**src/rtl/imem_boot_loader_pkg.sv**
```systemverilog
// ---------------------------------------------------------------------------
// boot_pkg
//   Shared definitions for the instruction-memory boot loader and the core
//   memory models that sit behind it.
//
//   - Default memory geometry (words per memory and the matching word-address
//     width) so the loader and the memory models agree on one value.
//   - Default reset-hold length and the width of the hold counter.
//   - The 3-bit boot sequencer state encoding.
// ---------------------------------------------------------------------------
package boot_pkg;

    // Default geometry of insn_memory / data_memory (words).
    localparam int BOOT_DEPTH    = 1024;
    // Word-address width; must equal $clog2(BOOT_DEPTH).
    localparam int BOOT_ADDR_W   = 10;
    // Cycles the core reset stays asserted after the final program write.
    localparam int BOOT_RST_HOLD = 4;
    // Hold counter width: enough for the full 1..15 hold range.
    localparam int HOLD_W        = 4;

    // Boot sequencer states.
    typedef enum logic [2:0] {
        ST_IDLE    = 3'd0,
        ST_CLEAR   = 3'd1,
        ST_LOAD    = 3'd2,
        ST_RELEASE = 3'd3,
        ST_RUN     = 3'd4,
        ST_ERROR   = 3'd5
    } boot_state_e;

endpackage

```
**src/rtl/imem_boot_loader_hold_counter.sv**
```systemverilog
// ---------------------------------------------------------------------------
// hold_counter
//   Loadable down-counter with a zero flag. The boot loader loads it with the
//   reset-hold length on the last program write and counts it down while
//   waiting to release the core.
//
// Ports:
//   clk        in   system clock, rising edge
//   reset      in   asynchronous active-low reset (count -> 0)
//   load       in   load load_value this cycle (has priority over dec)
//   load_value in   W  value to load
//   dec        in   decrement by one; saturates at zero
//   zero       out  count is zero
// ---------------------------------------------------------------------------
module hold_counter
    import boot_pkg::*;
#(
    parameter int W = HOLD_W
) (
    input  logic         clk,
    input  logic         reset,
    input  logic         load,
    input  logic [W-1:0] load_value,
    input  logic         dec,
    output logic         zero
);

    logic [W-1:0] count;

    always_ff @(posedge clk or negedge reset) begin
        if (!reset) begin
            count <= '0;
        end else if (load) begin
            count <= load_value;
        end else if (dec && (count != '0)) begin
            count <= count - W'(1);
        end
    end

    assign zero = (count == '0);

endmodule

```
**src/rtl/imem_boot_loader.sv**
```systemverilog
// ---------------------------------------------------------------------------
// imem_boot_loader
//   Boot-time sequencer for the single-cycle RV32I core. After a start pulse
//   it holds the core in reset, zero-fills instruction and data memory, then
//   streams a program into instruction memory over a valid/ready word
//   interface and finally releases the core.
//
//   Handshake: a word on s_data is accepted on a rising clock edge where
//   s_valid and s_ready are both 1. s_ready is a registered output, asserted
//   only in LOAD; s_valid must stay asserted with stable s_data/s_last until
//   the word is accepted.
//
//   Every memory-side output is registered: a write decided on one edge is
//   presented on imem_* / dmem_* for the following cycle.
//
// Ports:
//   clk          in   system clock, rising edge
//   reset        in   asynchronous active-low reset
//   start        in   one-cycle pulse; begins a clear+load sequence
//   s_valid      in   program word valid
//   s_ready      out  loader accepts a word this cycle
//   s_data       in   32  instruction word
//   s_last       in   marks the final program word
//   imem_we      out  instruction memory write enable
//   imem_addr    out  ADDR_W  instruction memory word address
//   imem_wdata   out  32  instruction memory write data
//   dmem_we      out  data memory write enable (write data is always 0)
//   dmem_addr    out  ADDR_W  data memory word address
//   core_rst_n   out  active-low reset driven to the core
//   done         out  program loaded, core running
//   error        out  program overflowed DEPTH
//   loaded_words out  ADDR_W+1  words accepted in the last load
//   fsm_state    out  3  current sequencer state (boot_state_e encoding)
// ---------------------------------------------------------------------------
module imem_boot_loader
    import boot_pkg::*;
#(
    parameter int DEPTH    = BOOT_DEPTH,
    parameter int ADDR_W   = BOOT_ADDR_W,
    parameter int RST_HOLD = BOOT_RST_HOLD
) (
    input  logic              clk,
    input  logic              reset,
    input  logic              start,
    input  logic              s_valid,
    output logic              s_ready,
    input  logic [31:0]       s_data,
    input  logic              s_last,
    output logic              imem_we,
    output logic [ADDR_W-1:0] imem_addr,
    output logic [31:0]       imem_wdata,
    output logic              dmem_we,
    output logic [ADDR_W-1:0] dmem_addr,
    output logic              core_rst_n,
    output logic              done,
    output logic              error,
    output logic [ADDR_W:0]   loaded_words,
    output logic [2:0]        fsm_state
);

    // Legacy-compatible state constants taken from the shared encoding.
    localparam logic [2:0] IDLE    = ST_IDLE;
    localparam logic [2:0] CLEAR   = ST_CLEAR;
    localparam logic [2:0] LOAD    = ST_LOAD;
    localparam logic [2:0] RELEASE = ST_RELEASE;
    localparam logic [2:0] RUN     = ST_RUN;
    localparam logic [2:0] ERROR   = ST_ERROR;

    localparam logic [ADDR_W-1:0] LAST_ADDR = ADDR_W'(DEPTH - 1);

    // Geometry sanity: the address counter wraps exactly at DEPTH only when
    // the address width matches, and the hold counter has 4 bits.
    if (ADDR_W != $clog2(DEPTH)) begin : g_bad_addr_w
        $error("imem_boot_loader: ADDR_W must equal clog2(DEPTH)");
    end
    if ((RST_HOLD < 1) || (RST_HOLD > 15)) begin : g_bad_rst_hold
        $error("imem_boot_loader: RST_HOLD must be within 1..15");
    end

    logic [2:0]        state;
    logic [ADDR_W-1:0] cnt;
    logic              cnt_at_top;
    logic              beat;
    logic              hold_load;
    logic              hold_zero;

    assign cnt_at_top = (cnt == LAST_ADDR);
    assign beat       = (state == LOAD) && s_valid && s_ready;
    // Arm the hold counter on the edge that schedules the final write, so
    // its count-down starts with the cycle in which that write is visible.
    assign hold_load  = beat && s_last;
    assign fsm_state  = state;

    hold_counter #(
        .W (HOLD_W)
    ) u_hold (
        .clk        (clk),
        .reset      (reset),
        .load       (hold_load),
        .load_value (HOLD_W'(RST_HOLD)),
        .dec        (state == RELEASE),
        .zero       (hold_zero)
    );

    always_ff @(posedge clk or negedge reset) begin
        if (!reset) begin
            state        <= IDLE;
            cnt          <= '0;
            s_ready      <= 1'b0;
            imem_we      <= 1'b0;
            imem_addr    <= '0;
            imem_wdata   <= '0;
            dmem_we      <= 1'b0;
            dmem_addr    <= '0;
            core_rst_n   <= 1'b0;
            done         <= 1'b0;
            error        <= 1'b0;
            loaded_words <= '0;
        end else begin
            // Write strobes are single-cycle unless re-asserted below.
            imem_we <= 1'b0;
            dmem_we <= 1'b0;

            case (state)
                IDLE: begin
                    if (start) begin
                        state        <= CLEAR;
                        cnt          <= '0;
                        loaded_words <= '0;
                    end
                end

                CLEAR: begin
                    imem_we    <= 1'b1;
                    dmem_we    <= 1'b1;
                    imem_addr  <= cnt;
                    dmem_addr  <= cnt;
                    imem_wdata <= '0;
                    if (cnt_at_top) begin
                        state   <= LOAD;
                        cnt     <= '0;
                        s_ready <= 1'b1;
                    end else begin
                        cnt <= cnt + ADDR_W'(1);
                    end
                end

                LOAD: begin
                    if (beat) begin
                        imem_we      <= 1'b1;
                        imem_addr    <= cnt;
                        imem_wdata   <= s_data;
                        cnt          <= cnt + ADDR_W'(1);
                        loaded_words <= loaded_words + (ADDR_W + 1)'(1);
                        // s_last wins over overflow: a program that exactly
                        // fills the memory is a valid program.
                        if (s_last) begin
                            state   <= RELEASE;
                            s_ready <= 1'b0;
                        end else if (cnt_at_top) begin
                            state   <= ERROR;
                            s_ready <= 1'b0;
                            error   <= 1'b1;
                        end
                    end
                end

                RELEASE: begin
                    if (hold_zero) begin
                        state      <= RUN;
                        core_rst_n <= 1'b1;
                        done       <= 1'b1;
                    end
                end

                RUN: begin
                    if (start) begin
                        state        <= CLEAR;
                        cnt          <= '0;
                        loaded_words <= '0;
                        core_rst_n   <= 1'b0;
                        done         <= 1'b0;
                    end
                end

                ERROR: begin
                    if (start) begin
                        state        <= CLEAR;
                        cnt          <= '0;
                        loaded_words <= '0;
                        error        <= 1'b0;
                    end
                end

                default: begin
                    state <= IDLE;
                end
            endcase
        end
    end

endmodule

```
**config.mk**
```make
export PLATFORM = sky130hd
export DESIGN_NAME = imem_boot_loader
export DESIGN_NICKNAME = d
export VERILOG_FILES = /design/src/rtl/imem_boot_loader_pkg.sv /design/src/rtl/imem_boot_loader_hold_counter.sv /design/src/rtl/imem_boot_loader.sv
export SDC_FILE = /design/constraint.sdc
export NUM_CORES = 1
export LEC_CHECK = 0
export ABC_AREA = 1
export CAP_MARGIN = 15
export CORE_ASPECT_RATIO = 0.7
export CORE_UTILIZATION = 52
export CTS_BUF_LIST = sky130_fd_sc_hd__clkbuf_16
export DETAILED_ROUTE_END_ITERATION = 12
export PLACE_DENSITY = 0.82
export SYNTH_ARGS = -nofsm -noshare
export SYNTH_HDL_FRONTEND = slang
export SYNTH_SLANG_ARGS = --single-unit
```
**constraint.sdc**
```tcl
create_clock -name clk -period 4.3 [get_ports clk]
set_input_delay 1.075 -clock clk [delete_from_list [all_inputs] [get_ports clk]]
set_output_delay 1.075 -clock clk [all_outputs]
set_load 0.03 [all_outputs]
```
=== Word-level counts from Yosys, hierarchy flattened ===
Index checks and enable logic that the tools add are counted.

* Register bits: 85
* Output and inout bits: 72

* Add/sub/neg operators: 3
* Equal/unequal tests: 15
* Multiplexer cells: 34
* Reduce and logical (&&, ||, !) cells: 21

{| class="wikitable"
|+ Operators with widths
! cell !! count
|-
| one-hot mux 32 bit (2 select lines) || 1
|-
| 2-to-1 mux 10 bit || 4
|-
| 2-to-1 mux 32 bit || 1
|-
| one-hot mux 10 bit (3 select lines) || 1
|-
| 2-to-1 mux 11 bit || 2
|-
| one-hot mux 11 bit (2 select lines) || 1
|-
| one-hot mux 10 bit (2 select lines) || 1
|-
| 2-to-1 mux 3 bit || 6
|-
| != test 2 bit, second input constant || 7
|-
| one-hot mux 3 bit (4 select lines) || 1
|-
| adder 11 x 1 -> 11 bit, second input constant || 1
|-
| adder 10 x 1 -> 10 bit, second input constant || 1
|-
| equality test 10 bit, second input constant || 1
|-
| 2-to-1 mux 1 bit || 10
|-
| AND reduction 5 bit || 2
|-
| nonzero test 2 bit || 5
|-
| AND reduction 3 bit || 3
|-
| 2-to-1 mux 4 bit || 2
|-
| one-hot mux 1 bit (2 select lines) || 4
|-
| equality test 3 x 2 -> 1 bit, second input constant || 2
|-
| equality test 3 bit, second input constant || 2
|-
| logical AND 1 bit || 4
|-
| logical NOT 4 bit || 1
|-
| AND reduction 4 bit || 1
|-
| 9 further kinds || 9
|}

=== Longest topological paths before layout ===
* Depth in word-level cells: 5
* Depth in mapped cells: 10

=== By module ===
A second synthesis with hierarchy kept.

* Cells, all modules: 504
* Area total of the unflattened synthesis: 4139.0 µm²

{| class="wikitable"
|+ Modules (own cells, without submodules)
! module !! times used !! cells an instance !! area each (µm²)
|-
| imem_boot_loader || 1 || 458 || 3843.7
|-
| hold_counter || 1 || 46 || 295.3
|}

=== Least setup slack after synthesis ===
No wires, ideal clock.

* Path type: input to register
* Start point: in s_valid
* End point: reg cnt[7]
* Data arrival time: 1764 ps
* Required time: 4183 ps
* Path slack: 2420 ps
* Stages: 8
* Cells stage by stage: nand2_1 -> nand3_1 -> nand2_1 -> nor2_4 -> buf_4 -> nand3_1 -> nand2_1 -> nor2_1

* Longest elaborated chain between the ends: 4

{| class="wikitable"
|+ Ends and longest elaborated chain
! element !! RTL line !! RTL
|-
| start: declaration || imem_boot_loader.sv:45 || <nowiki>input logic s_valid,</nowiki>
|-
| logical AND 1 bit (2 in series) || imem_boot_loader.sv:88 || <nowiki>assign beat = (state == LOAD) && s_valid && s_ready;</nowiki>
|-
| != test 2 bit (no source line) || n/a ||
|-
| AND reduction 3 bit (no source line) || n/a ||
|-
| end signal: assignment || imem_boot_loader.sv:144 || <nowiki>cnt <= cnt + ADDR_W'(1);</nowiki>
|-
| end signal: assignment || imem_boot_loader.sv:153 || <nowiki>cnt <= cnt + ADDR_W'(1);</nowiki>
|-
| end: declaration || imem_boot_loader.sv:81 || <nowiki>logic [ADDR_W-1:0] cnt;</nowiki>
|}

Every way passes these cells.
A chain may end at the register's enable or synchronous reset.

=== Final worst setup path ===
* Start point: reg state[0] (netlist: fsm_state[0])
* End point: out fsm_state[0]

{| class="wikitable"
|+ RTL lines
! element !! RTL line !! RTL
|-
| start: declaration || imem_boot_loader.sv:80 || <nowiki>logic [2:0] state;</nowiki>
|-
| start signal: assignment || imem_boot_loader.sv:107 || <nowiki>state <= IDLE;</nowiki>
|-
| start signal: assignment || imem_boot_loader.sv:127 || <nowiki>state <= CLEAR;</nowiki>
|-
| start signal: assignment || imem_boot_loader.sv:140 || <nowiki>state <= LOAD;</nowiki>
|-
| end: declaration || imem_boot_loader.sv:58 || <nowiki>output logic [2:0] fsm_state</nowiki>
|}

No word-level cell between the ends.

==> results.md <==
* Status: finished, final reports clean
* Initial Util at between 50% and 60%
* Most common cell after layout, fill and taps aside: nand2_1
* Setup TNS at 0 ns
* Sequential Power Share at 31.5%
* Vias in the first global route at 3463
* Total Routing Usage GR at 26.7%
* Delay-heaviest family, CP: buffers and inverters
* Req. time, crit path at approximately 3.2 ns
* Area contributors post-synth: dfrtp_1, nand2_1, nand3_1
* Cell Rows at 26
* Maximum vdd drop at 0.465 mV
* P_sw at 1.76 mW
* CTS buffer count at 9
* Total Die Area at 0.00798 mm²
* Max Fclk at between 300 and 400 MHz
* Via Count at ~3800
* Layout cells sized above 1 at 5.05%
* Minimum clock period at 2.73 ns
* Core Region at 0.00735 mm²
* Max Cap Viol at 0
* Setup repair after global routing missed its margin: no
* DR DRC count at 0
* P&R area growth vs syn at 36.5%
* CP endpoint kind: output pin
* Gpl congestion at between 0.8 and 0.9
* Part of the power in combinational logic at 47.8%
* Worst Max-Slew Pin Slew at about 0.85 ns
* Initial antenna violation count at 0
* Max_slew headroom at ~43%
* Ant. Diodes at 0
* Internal Dissipation at 2.16 mW
* Nets@finish at 629
* Sequential share of the synthesized area at 53.6%
* Root Driver: clkbuf_16
* P_leak at 2.59 nW
* Io pins at 109
* Post-place setup slack at 1.29 ns
* Later-pin clock latency in the skew report at 0.34 ns
* Post-cts resize count at 0
* Max clock buf depth at 2
* Number of cells after detailed placement at slightly below 700
* Die height at 75.1 µm
* Worst setup SP type: flop
* Slowest cell on crit path: clkdlybuf4s50_1
* Clock sinks at 85
* Cell taking the most area after synthesis: dfrtp_1
* Port bufs at 108
* Drt via density at 5.55
* Syn nets at 529
* DRT iter0 DRCs at 237
* Synth warnings at 0
* Postcts setup bufs at 0
* Final setup viols at 0
* Synth cell types at 25
* Syn_area_per_cell at 8.11 µm²
* CTS clk-pin slew, worst paths at 0.07 ns
* WP data arrival at 1.65 ns
* Pre-antenna DRT Iters at 5
* R2r setup slk at 2.16 ns
* Crit path buf inv count at 1
* Post-synthesis cell count at ~490
* Final ANT Viol Nets at 0
* HP Class: flop to flop
* Setup ws final at approximately 1.6 ns
* H-tree depth at 3
* Most frequent cells in the layout: nand2_1, clkdlybuf4s50_1, nand3_1, dfrtp_1, inv_1
* CP Cell Sequence: clkdlybuf4s50_1
* Die W at around 110 µm
* Slew Limit Fails at 0
* DRT Wirelength at 10600 µm
* Global-route wire length before repair at 16400 µm
* Max Fanout on Critical Path at 8
* CP Class: flop to output pin
* Clock power frac at 20.7%
* Pin count of the biggest net entering global routing at 68
* Post-Route Skew at 0.00923 ns
* Global route overflow at 0
* DP Wirelength at a little over 7000 µm
* Synth Register Bits at 85
* DR WL/cell at ~15 µm
* Hold Fails Final Rpt at 0
* Worst path max stage delay at 0.76 ns
* Switching share of power at 44.9%
* Synthesized area at 0.00397 mm²
* CTS tree: built
* Top cell type's share of synthesized area at 53.6%
* Hold-fix buffers at CTS at 0
* Non-Filler Instances at 692
* PwrDens at roughly 720 mW/mm²
* Fin crit share at a little under two thirds
==> routing by layer <==
| layer | track usage, % | part of all wire (%) | vias to the layer above |
|---|---|---|---|
| li1 | - | - | 1804 |
| met1 | 36.9 | 44 | 1853 |
| met2 | 40.8 | 45 | 176 |
| met3 | 9.26 | 9.2 | 9 |
| met4 | 6.64 | 0.84 | 0 |
| met5 | 0 | 0 | - |
==> worst paths after layout <==
| path | startpoint | end | cells after the start |
|---|---|---|---|
| worst max-delay path | fsm_state[0] | fsm_state[0] | 1 |
| worst min-delay path | dmem_addr[3] | dmem_addr[3] | 2 |
| worst max register to register | fsm_state[0] | loaded_words[0] | 8 |
| worst min register to register | dmem_addr[3] | dmem_addr[3] | 2 |
| max in group asynchronous | reset | imem_wdata[22] | 2 |
| min in group asynchronous | reset | imem_wdata[3] | 1 |
==> synth_stat cells, drive strengths merged <==
cell,count
nand2,145
nand3,97
dfrtp,85
inv,36
nor2,35
o21ai,22
buf,21
a21oi,13
nand4,11
clkbuf,4
nor3,4
ha,3
nand3b,3
nor4,2
o211ai,2
o21bai,2
xor2,2
a2bb2oi,1
o22ai,1
==> cell type report <==
| cell class | count | area, µm² |
|---|---|---|
| Multi-Input combinational cell | 343 | 1580 |
| Clock inverter | 7 | 90.1 |
| Inverter | 36 | 135 |
| Fill cell | 566 | 1940 |
| Sequential cell | 85 | 2130 |
| Timing Repair Buffer | 114 | 1130 |
| Tap cell | 98 | 123 |
| Clock buffer | 9 | 225 |
==> power groups by stage <==
| stage | combinational, mW | clock (mW) | sequential [mW] |
|---|---|---|---|
| after floorplan | 0.777 | 0 | 1.63 |
| after global placement | 1.80 | 0 | 1.22 |
| after detailed placement | 1.85 | 0 | 1.24 |
| after CTS | 1.86 | 0.820 | 1.23 |
| after global routing | 2.02 | 0.857 | 1.26 |
| final | 1.87 | 0.812 | 1.23 |
==> per-stage QoR <==
| stage | cell area (µm²) | hold slack, ns | power [mW] | utilization (%) |
|---|---|---|---|---|
| after global placement | 5080 | 0.463 | 3.03 | 69.1 |
| after floorplan | 3970 | 0.465 | 2.41 | - |
| after global routing | 5410 | 0.518 | 4.13 | 73.6 |
| final | 5410 | 0.489 | 3.91 | 73.6 |
| after detailed placement | 5080 | 0.472 | 3.09 | 69.1 |
| after CTS | 5400 | 0.491 | 3.91 | 73.4 |
==> cell families (layout without fill, tap and decap cells) <==
kind of cell | after synthesis | count (layout) | share of synthesized area [%]
buffers and inverters | 61 | 166 | 6.69
AOI/OAI and AO/OA | 41 | 41 | 5.55
DFF | 85 | 85 | 53.6
and+or+nand+nor | 297 | 297 | 32.7
xor gates and xnor gates | 2 | 2 | 0.442
adders and majority gates | 3 | 3 | 0.947
==> state kept, by name (all words and copies together) (netlist names), 3 cells and up <==
| signal | count |
|---|---|
| loaded_words | 11 |
| imem_addr | 10 |
| dmem_addr | 10 |
| fsm_state | 3 |
| cnt | 10 |
| imem_wdata | 32 |
| u_hold.count | 4 |
Power figures use the tool's default switching activity.
